**src/rtl/des_cbc_feeder_if.sv**
```systemverilog
// Byte-stream / DES-core / ciphertext-stream signal bundle for des_cbc_feeder.
//   in_byte, in_valid, in_ready           : byte input stream
//   des_plain_text, des_start             : launch side of the DES core
//   des_cipher_text, des_dat_valid        : result side of the DES core
//   out_block, out_valid, out_ready       : ciphertext block output stream
// The feeder connects through the slave modport; its environment uses master.
interface des_cbc_feeder_if;
    logic [7:0]  in_byte;
    logic        in_valid;
    logic        in_ready;
    logic [63:0] des_plain_text;
    logic        des_start;
    logic [63:0] des_cipher_text;
    logic        des_dat_valid;
    logic [63:0] out_block;
    logic        out_valid;
    logic        out_ready;

    modport slave (
        input  in_byte, in_valid, des_cipher_text, des_dat_valid, out_ready,
        output in_ready, des_plain_text, des_start, out_block, out_valid
    );

    modport master (
        output in_byte, in_valid, des_cipher_text, des_dat_valid, out_ready,
        input  in_ready, des_plain_text, des_start, out_block, out_valid
    );
endinterface

```
**src/rtl/des_cbc_feeder.sv**
```systemverilog
// CBC front end for a DES core: packs 8 bytes MSB-first into a block, XORs it
// with the chaining value, launches the core, captures the ciphertext as the
// new chaining value and offers it on a valid/ready output.
//   clk, rst  : clock, synchronous active-high reset
//   iv,iv_load: chaining-register load (only between blocks, before byte 0)
//   bus       : byte input, DES core launch/result, ciphertext output
//   busy      : block in flight (LAUNCH, WAIT, OUTPUT)
//   err       : sticky DES-core timeout flag
//   blk_cnt   : blocks delivered, wraps
module des_cbc_feeder #(
    parameter int unsigned TIMEOUT_CYCLES = 64,
    parameter int unsigned CNT_W          = 16
) (
    input  logic               clk,
    input  logic               rst,
    input  logic [63:0]        iv,
    input  logic               iv_load,
    des_cbc_feeder_if.slave    bus,
    output logic               busy,
    output logic               err,
    output logic [CNT_W-1:0]   blk_cnt
);

    localparam int unsigned TMR_W = (TIMEOUT_CYCLES > 2) ? $clog2(TIMEOUT_CYCLES) : 1;
    localparam logic [TMR_W-1:0] TMR_LAST = TMR_W'(TIMEOUT_CYCLES - 1);

    typedef enum logic [1:0] {
        S_COLLECT = 2'd0,
        S_LAUNCH  = 2'd1,
        S_WAIT    = 2'd2,
        S_OUTPUT  = 2'd3
    } state_t;

    state_t            state_q, state_d;
    logic [2:0]        count_q;
    logic [63:0]       shift_q;
    logic [63:0]       chain_q;
    logic [63:0]       plain_q;
    logic              start_q;
    logic [63:0]       out_block_q;
    logic              out_valid_q;
    logic              err_q;
    logic [CNT_W-1:0]  blk_cnt_q;
    logic [TMR_W-1:0]  timer_q;

    logic              accept;
    logic              last_byte;
    logic              result;
    logic              timeout;
    logic              handshake;
    logic              chain_load;
    logic [63:0]       shift_d;

    // State register
    always_ff @(posedge clk) begin
        if (rst) state_q <= S_COLLECT;
        else     state_q <= state_d;
    end

    // Next state, handshake decode and state-decoded outputs
    always_comb begin
        state_d    = state_q;
        busy       = 1'b0;
        bus.in_ready = 1'b0;
        accept     = 1'b0;
        last_byte  = 1'b0;
        result     = 1'b0;
        timeout    = 1'b0;
        handshake  = 1'b0;
        chain_load = 1'b0;
        shift_d    = {shift_q[55:0], bus.in_byte};

        case (state_q)
            S_COLLECT: begin
                bus.in_ready = 1'b1;
                accept     = bus.in_valid;
                last_byte  = bus.in_valid && (count_q == 3'd7);
                chain_load = iv_load && (count_q == 3'd0);
                if (last_byte) state_d = S_LAUNCH;
            end
            S_LAUNCH: begin
                busy    = 1'b1;
                state_d = S_WAIT;
            end
            S_WAIT: begin
                busy = 1'b1;
                // A result on the final cycle beats the timeout.
                if (bus.des_dat_valid) begin
                    result  = 1'b1;
                    state_d = S_OUTPUT;
                end else if (timer_q == TMR_LAST) begin
                    timeout = 1'b1;
                    state_d = S_COLLECT;
                end
            end
            S_OUTPUT: begin
                busy      = 1'b1;
                handshake = bus.out_ready;
                if (bus.out_ready) state_d = S_COLLECT;
            end
            default: state_d = S_COLLECT;
        endcase
    end

    // Datapath registers
    always_ff @(posedge clk) begin
        if (rst) begin
            count_q     <= 3'd0;
            shift_q     <= 64'd0;
            chain_q     <= 64'd0;
            plain_q     <= 64'd0;
            start_q     <= 1'b0;
            out_block_q <= 64'd0;
            out_valid_q <= 1'b0;
            err_q       <= 1'b0;
            blk_cnt_q   <= '0;
            timer_q     <= '0;
        end else begin
            start_q <= last_byte;
            if (accept) begin
                shift_q <= shift_d;
                count_q <= count_q + 3'd1;   // wraps to 0 after the 8th byte
            end
            if (chain_load) chain_q <= iv;
            if (last_byte)  plain_q <= shift_d ^ chain_q;
            if (state_q == S_LAUNCH) timer_q <= '0;
            else if (state_q == S_WAIT) timer_q <= timer_q + TMR_W'(1);
            if (result) begin
                chain_q     <= bus.des_cipher_text;
                out_block_q <= bus.des_cipher_text;
                out_valid_q <= 1'b1;
            end
            if (timeout) err_q <= 1'b1;
            if (handshake) begin
                out_valid_q <= 1'b0;
                blk_cnt_q   <= blk_cnt_q + CNT_W'(1);
            end
        end
    end

    assign bus.des_plain_text = plain_q;
    assign bus.des_start      = start_q;
    assign bus.out_block      = out_block_q;
    assign bus.out_valid      = out_valid_q;
    assign err                = err_q;
    assign blk_cnt            = blk_cnt_q;

endmodule

```
**src/flat_wrapper.sv**
```systemverilog
// flat-port wrapper written by rule: the top's interface ports become plain ports
module des_cbc_feeder_flat 
#(
    parameter int unsigned TIMEOUT_CYCLES = 64,
    parameter int unsigned CNT_W          = 16
)
  (clk, rst, iv, iv_load, busy, err, blk_cnt, bus_in_byte, bus_in_valid, bus_des_cipher_text, bus_des_dat_valid, bus_out_ready, bus_in_ready, bus_des_plain_text, bus_des_start, bus_out_block, bus_out_valid);
  des_cbc_feeder_if bus_i ();
  input  logic clk;
  input  logic rst;
  input  logic [63:0] iv;
  input  logic iv_load;
  output logic busy;
  output logic err;
  output logic [CNT_W-1:0] blk_cnt;
  input wire logic [$bits(bus_i.in_byte)-1:0] bus_in_byte;
  input wire logic [$bits(bus_i.in_valid)-1:0] bus_in_valid;
  input wire logic [$bits(bus_i.des_cipher_text)-1:0] bus_des_cipher_text;
  input wire logic [$bits(bus_i.des_dat_valid)-1:0] bus_des_dat_valid;
  input wire logic [$bits(bus_i.out_ready)-1:0] bus_out_ready;
  output wire logic [$bits(bus_i.in_ready)-1:0] bus_in_ready;
  output wire logic [$bits(bus_i.des_plain_text)-1:0] bus_des_plain_text;
  output wire logic [$bits(bus_i.des_start)-1:0] bus_des_start;
  output wire logic [$bits(bus_i.out_block)-1:0] bus_out_block;
  output wire logic [$bits(bus_i.out_valid)-1:0] bus_out_valid;
  assign bus_i.in_byte = bus_in_byte;
  assign bus_i.in_valid = bus_in_valid;
  assign bus_i.des_cipher_text = bus_des_cipher_text;
  assign bus_i.des_dat_valid = bus_des_dat_valid;
  assign bus_i.out_ready = bus_out_ready;
  assign bus_in_ready = bus_i.in_ready;
  assign bus_des_plain_text = bus_i.des_plain_text;
  assign bus_des_start = bus_i.des_start;
  assign bus_out_block = bus_i.out_block;
  assign bus_out_valid = bus_i.out_valid;
  des_cbc_feeder #(.TIMEOUT_CYCLES(TIMEOUT_CYCLES), .CNT_W(CNT_W)) u_core (.clk(clk), .rst(rst), .iv(iv), .iv_load(iv_load), .bus(bus_i), .busy(busy), .err(err), .blk_cnt(blk_cnt));
endmodule
```
**config.mk**
```make
export PLATFORM = sky130hd
export DESIGN_NAME = des_cbc_feeder_flat
export DESIGN_NICKNAME = d
export VERILOG_FILES = /design/src/rtl/des_cbc_feeder_if.sv /design/src/rtl/des_cbc_feeder.sv /design/src/flat_wrapper.sv
export SDC_FILE = /design/constraint.sdc
export NUM_CORES = 1
export LEC_CHECK = 0
export CORE_MARGIN = 4
export CORE_UTILIZATION = 40
export DETAILED_ROUTE_END_ITERATION = 8
export GPL_ROUTABILITY_DRIVEN = 0
export HOLD_SLACK_MARGIN = 0.08
export PLACE_DENSITY = 0.68
export SYNTH_ARGS = -nofsm -noshare
export SYNTH_HDL_FRONTEND = slang
export SYNTH_SLANG_ARGS = --single-unit
```
**constraint.sdc**
```tcl
create_clock -name clk -period 1.8 [get_ports clk]
set_input_delay 0.36 -clock clk [delete_from_list [all_inputs] [get_ports clk]]
set_output_delay 0.36 -clock clk [all_outputs]
set_load 0.02 [all_outputs]
```
==> implementation parameters <==
Parameter                              Value

Status
  Status ... completed

Timing
  Slew of the pin with the lowest slew margin ... ~390 ps
  Post-route setup TNS ... 0 ps
  Final setup skew ... 15.8 ps
  Total of endpoints with negative setup slack in the final report ... 0
  Final-report max-slew violation count ... 0
  Relative slew margins ... 0.739
  Final worst-path setup slack ... approximately 73 ps
  Unrepaired setup endpoints after global routing ... no
  Final hold violation count ... 0
  Shortest clock period the worst path allows after layout ... 1730 ps
  Max Clk Rate ... 0.579 GHz
  Period utilisation layout ... 0.959

Clocking
  CTS Root Buffer Type ... sky130_fd_sc_hd__clkbuf_16
  Number of sinks driven by the clock tree ... 278
  H-tree depth ... 1
  Cts hold-fix bufs ... 0
  Maximum buffer depth of the clock tree ... 3
  Number of clock buffers inserted by TritonCTS ... 29
  CTS tree ... built
  Clock input transition at the sequential cells of the worst setup and hold paths ... roughly 60 ps
  Clock network latency to the later pin of the worst-skew pair ... 540 ps

Logic synthesis
  Most area-hungry cell type in the Yosys netlist ... sky130_fd_sc_hd__dfxtp_1
  Syn avg cell area ... roughly 8.6 um^2
  Number of different library cells in the post-synthesis netlist ... 37
  Warning count from the yosys run ... 0
  Post-synth EDFFs ... 0
  Prevailing post-synth register cell ... sky130_fd_sc_hd__dfxtp_1
  Synthesized flop and latch total ... 278
  Post-Synthesis Cells ... between 1000 and 1500
  Yosys top cell area share ... 0.523
  Seq/Total Area, Yosys ... 0.523
  Synthesized netlist net count ... 1383
  Biggest area contributors in the synthesized netlist ... sky130_fd_sc_hd__dfxtp_1, sky130_fd_sc_hd__nand2_1, sky130_fd_sc_hd__a21oi_1
  Share of async-settable or async-resettable flops after synthesis ... 0
  Cell area after technology mapping ... 10700 um^2

Global routing
  Wire length of the first global-routing pass ... 47300 um
  Antenna violations before repair ... 1
  Maximum number of pins on one net before global-route repair ... 71
  Remaining global-route overflow ... 0
  Overall Global Routing Usage ... 0.195
  Vias in the first global route ... 9189

Die
  Die H ... 171 um
  Starting utilization of the core area ... 0.408
  Number of top-level pins ... 291
  Core Box Area ... 26100 um^2
  Die Width ... between 150 and 200 um
  Number of rows in the core area ... around 60
  Full die area ... 29300 um^2

Route
  Number of iterations in the first detailed-routing pass ... 5
  Overall via count from detail_route ... 9532
  Count of routing violations after the opening detailed-route iteration ... between 400 and 500
  Number of DRC violations after detailed routing ... 0
  Routed length per placed instance ... 16.4 um
  WL final ... 30900 um
  Antenna Violating Nets Remaining ... 0
  Detailed-route vias per instance ... a little over 5

Finish
  Share of post-route cells with drive strength above 1 ... 0.0876
  Area Growth Syn to Fin ... 41.5%
  Post-route standard cell area excluding fillers ... 15100 um^2
  Area used by sequential logic in the layout ... 5570 um^2
  Area of the multi-input gates ... 4630 um^2
  Number of nets in the finished design ... 1678
  Number of fillers in the final layout ... 2436

Setup path
  Worst reg2reg startpoint ... u_core.count_q[0]
  Worst endpoint required time ... 2250 ps
  Endpoint kind of the worst setup timing path ... register
  Cells along the critical path ... inv_1 -> ha_1 -> nand4bb_1 -> a21oi_4 -> buf_4 -> buf_6 -> nor2_1 -> a311oi_1
  Critical Path Source ... u_core.count_q[0]
  Biggest cell delay along the critical path ... 330 ps
  Worst-path maximum fanout ... 17
  R2r setup slk ... between 70 and 80 ps
  Slowest cell on the critical path ... sky130_fd_sc_hd__dfxtp_2
  Critical path start-end classification ... register to register
  Signal arrival time at the worst endpoint ... 2180 ps
  FF-to-FF path depth ... 8
  Worst reg2reg endpoint ... u_core.chain_q[49]
  CP Launch Type ... register

Place
  Post-placement cell area ... approximately 14000 um^2
  Post-placement worst setup slack ... -236 ps
  Total half-perimeter wirelength after legalization and detailed placement ... 21500 um
  Port Buffers ... 290

Power and ir drop
  Highest ir drop seen on vdd ... 0.000600 V
  Power density relative to cell area ... around 890 nW/um^2
  Leakage power figure ... 6.04 nW

Job
  Max capacitance violation total ... 0

Hold path
  Hold Path End ... u_core.chain_q[41]
  Worst Min Path Start ... rst
  Hold path depth ... 2
  Min-Delay Path Class ... input pin to register
-- critical path: cells and delay by family, from the launching register on --
kind / cells / cell delay (ps)
AO/OA/AOI/OAI: 2 / 460
adder cells (fa/ha/maj): 1 / 160
buffers and inverters: 3 / 460
flip-flops: 1 / 330
AND/OR/NAND/NOR: 2 / 210
-- Yosys cell counts, types with 2 or more instances --
master                     instances
sky130_fd_sc_hd__clkbuf_1         45
sky130_fd_sc_hd__nand3_1           7
sky130_fd_sc_hd__xnor2_1          66
sky130_fd_sc_hd__ha_1              5
sky130_fd_sc_hd__mux2i_1           2
sky130_fd_sc_hd__a311oi_2          5
sky130_fd_sc_hd__o21ai_0           2
sky130_fd_sc_hd__buf_4            11
sky130_fd_sc_hd__o31ai_1           4
sky130_fd_sc_hd__inv_1             5
sky130_fd_sc_hd__nand2_1         321
sky130_fd_sc_hd__a311oi_1         59
sky130_fd_sc_hd__or3_1             2
sky130_fd_sc_hd__and3_1            3
sky130_fd_sc_hd__a211oi_1         64
sky130_fd_sc_hd__xor2_1           12
sky130_fd_sc_hd__a21oi_1         131
sky130_fd_sc_hd__dfxtp_1         278
sky130_fd_sc_hd__nor2_1          149
sky130_fd_sc_hd__or4_1             4
sky130_fd_sc_hd__and2_1            4
sky130_fd_sc_hd__buf_2            32
sky130_fd_sc_hd__nand4_1           6
sky130_fd_sc_hd__buf_6             6
-- cells in the final DEF, fill, tap and decap left out, types with 48 or more instances in the layout --
cell type                         count
sky130_fd_sc_hd__a211oi_1            64
sky130_fd_sc_hd__a21oi_1            130
sky130_fd_sc_hd__a311oi_1            58
sky130_fd_sc_hd__buf_4               48
sky130_fd_sc_hd__clkdlybuf4s50_1    140
sky130_fd_sc_hd__dfxtp_1            274
sky130_fd_sc_hd__dlygate4sd2_1      147
sky130_fd_sc_hd__nand2_1            319
sky130_fd_sc_hd__nor2_1             148
sky130_fd_sc_hd__xnor2_1             66
-- state kept, by name, indices dropped and copies added (netlist names) --
name	count
u_core.shift_q	56
u_core.bus.out_valid	1
u_core.err	1
u_core.bus.des_start	1
u_core.state_q	2
u_core.blk_cnt	16
u_core.count_q	3
u_core.chain_q	64
u_core.bus.des_plain_text	64
u_core.bus.out_block	64
u_core.timer_q	6
-- worst max-delay path by stage --
stage	end	cells past startpoint
after floorplan	u_core.blk_cnt[14]	5
after global placement	u_core.chain_q[57]	6
after detailed placement	u_core.chain_q[33]	6
after CTS	busy	3
after global routing	u_core.chain_q[54]	8
final	u_core.chain_q[49]	8
-- stage by stage --
| step | instances | hold WS (ps) | total power, W | util |
|---|---|---|---|---|
| global route | 1888 | 293 | 0.0139 | 0.577 |
| floorplan | 1236 | 449 | 0.00709 | - |
| finish | 1888 | 277 | 0.0134 | 0.577 |
| global placement | 1830 | 440 | 0.00759 | 0.544 |
| CTS | 1882 | 276 | 0.0135 | 0.574 |
| detailed placement | 1830 | 447 | 0.00762 | 0.544 |
-- cell families (layout without fill, tap and decap cells) --
family | count (synthesis) | count (layout) | share of synthesized area
buffers and inverters | 100 | 416 | 0.0471
multiplexers | 2 | 2 | 0.00188
adder cells (fa/ha/maj) | 5 | 5 | 0.00587
AND/OR/NAND/NOR | 504 | 504 | 0.189
other | 0 | 1 | 0
AO/OA/AOI/OAI | 269 | 269 | 0.169
XOR/XNOR | 78 | 78 | 0.0641
flip-flops | 278 | 278 | 0.523
-- metal layers --
metal,global-route usage,vias up,share of wire
met4,0.0606,0,0.030
met3,0.0425,58,0.064
met2,0.326,275,0.47
met1,0.254,4404,0.44
li1,-,4795,-
met5,0,-,0
-- layout make-up --
class / count / area share
Multi-Input combinational cell: 858 / 0.307
Sequential cell: 278 / 0.370
Clock inverter: 9 / 0.00672
Timing Repair Buffer: 359 / 0.232
Inverter: 5 / 0.00125
Antenna cell: 1 / 0.000166
Tap cell: 335 / 0.0278
Clock buffer: 43 / 0.0556
-- power breakdown --
group	total (W)	switching, W	internal [W]	leakage [nW]
clock	0.00589	0.00240	0.00349	0.462
sequential	0.00645	0.000129	0.00632	2.26
combinational	0.00109	0.000481	0.000609	3.32
total	0.0134	0.00301	0.0104	6.04
-- what timing repair did --
item | in CTS | in global routing
endpoints found under the hold margin | 0 | 0
pin swaps | 0 | 4
buffers inserted | 0 | 2
cloned | 0 | 3
setup endpoints to repair | 149 | 16
resized for setup | 155 | 6
Power figures use the tool's default switching activity.
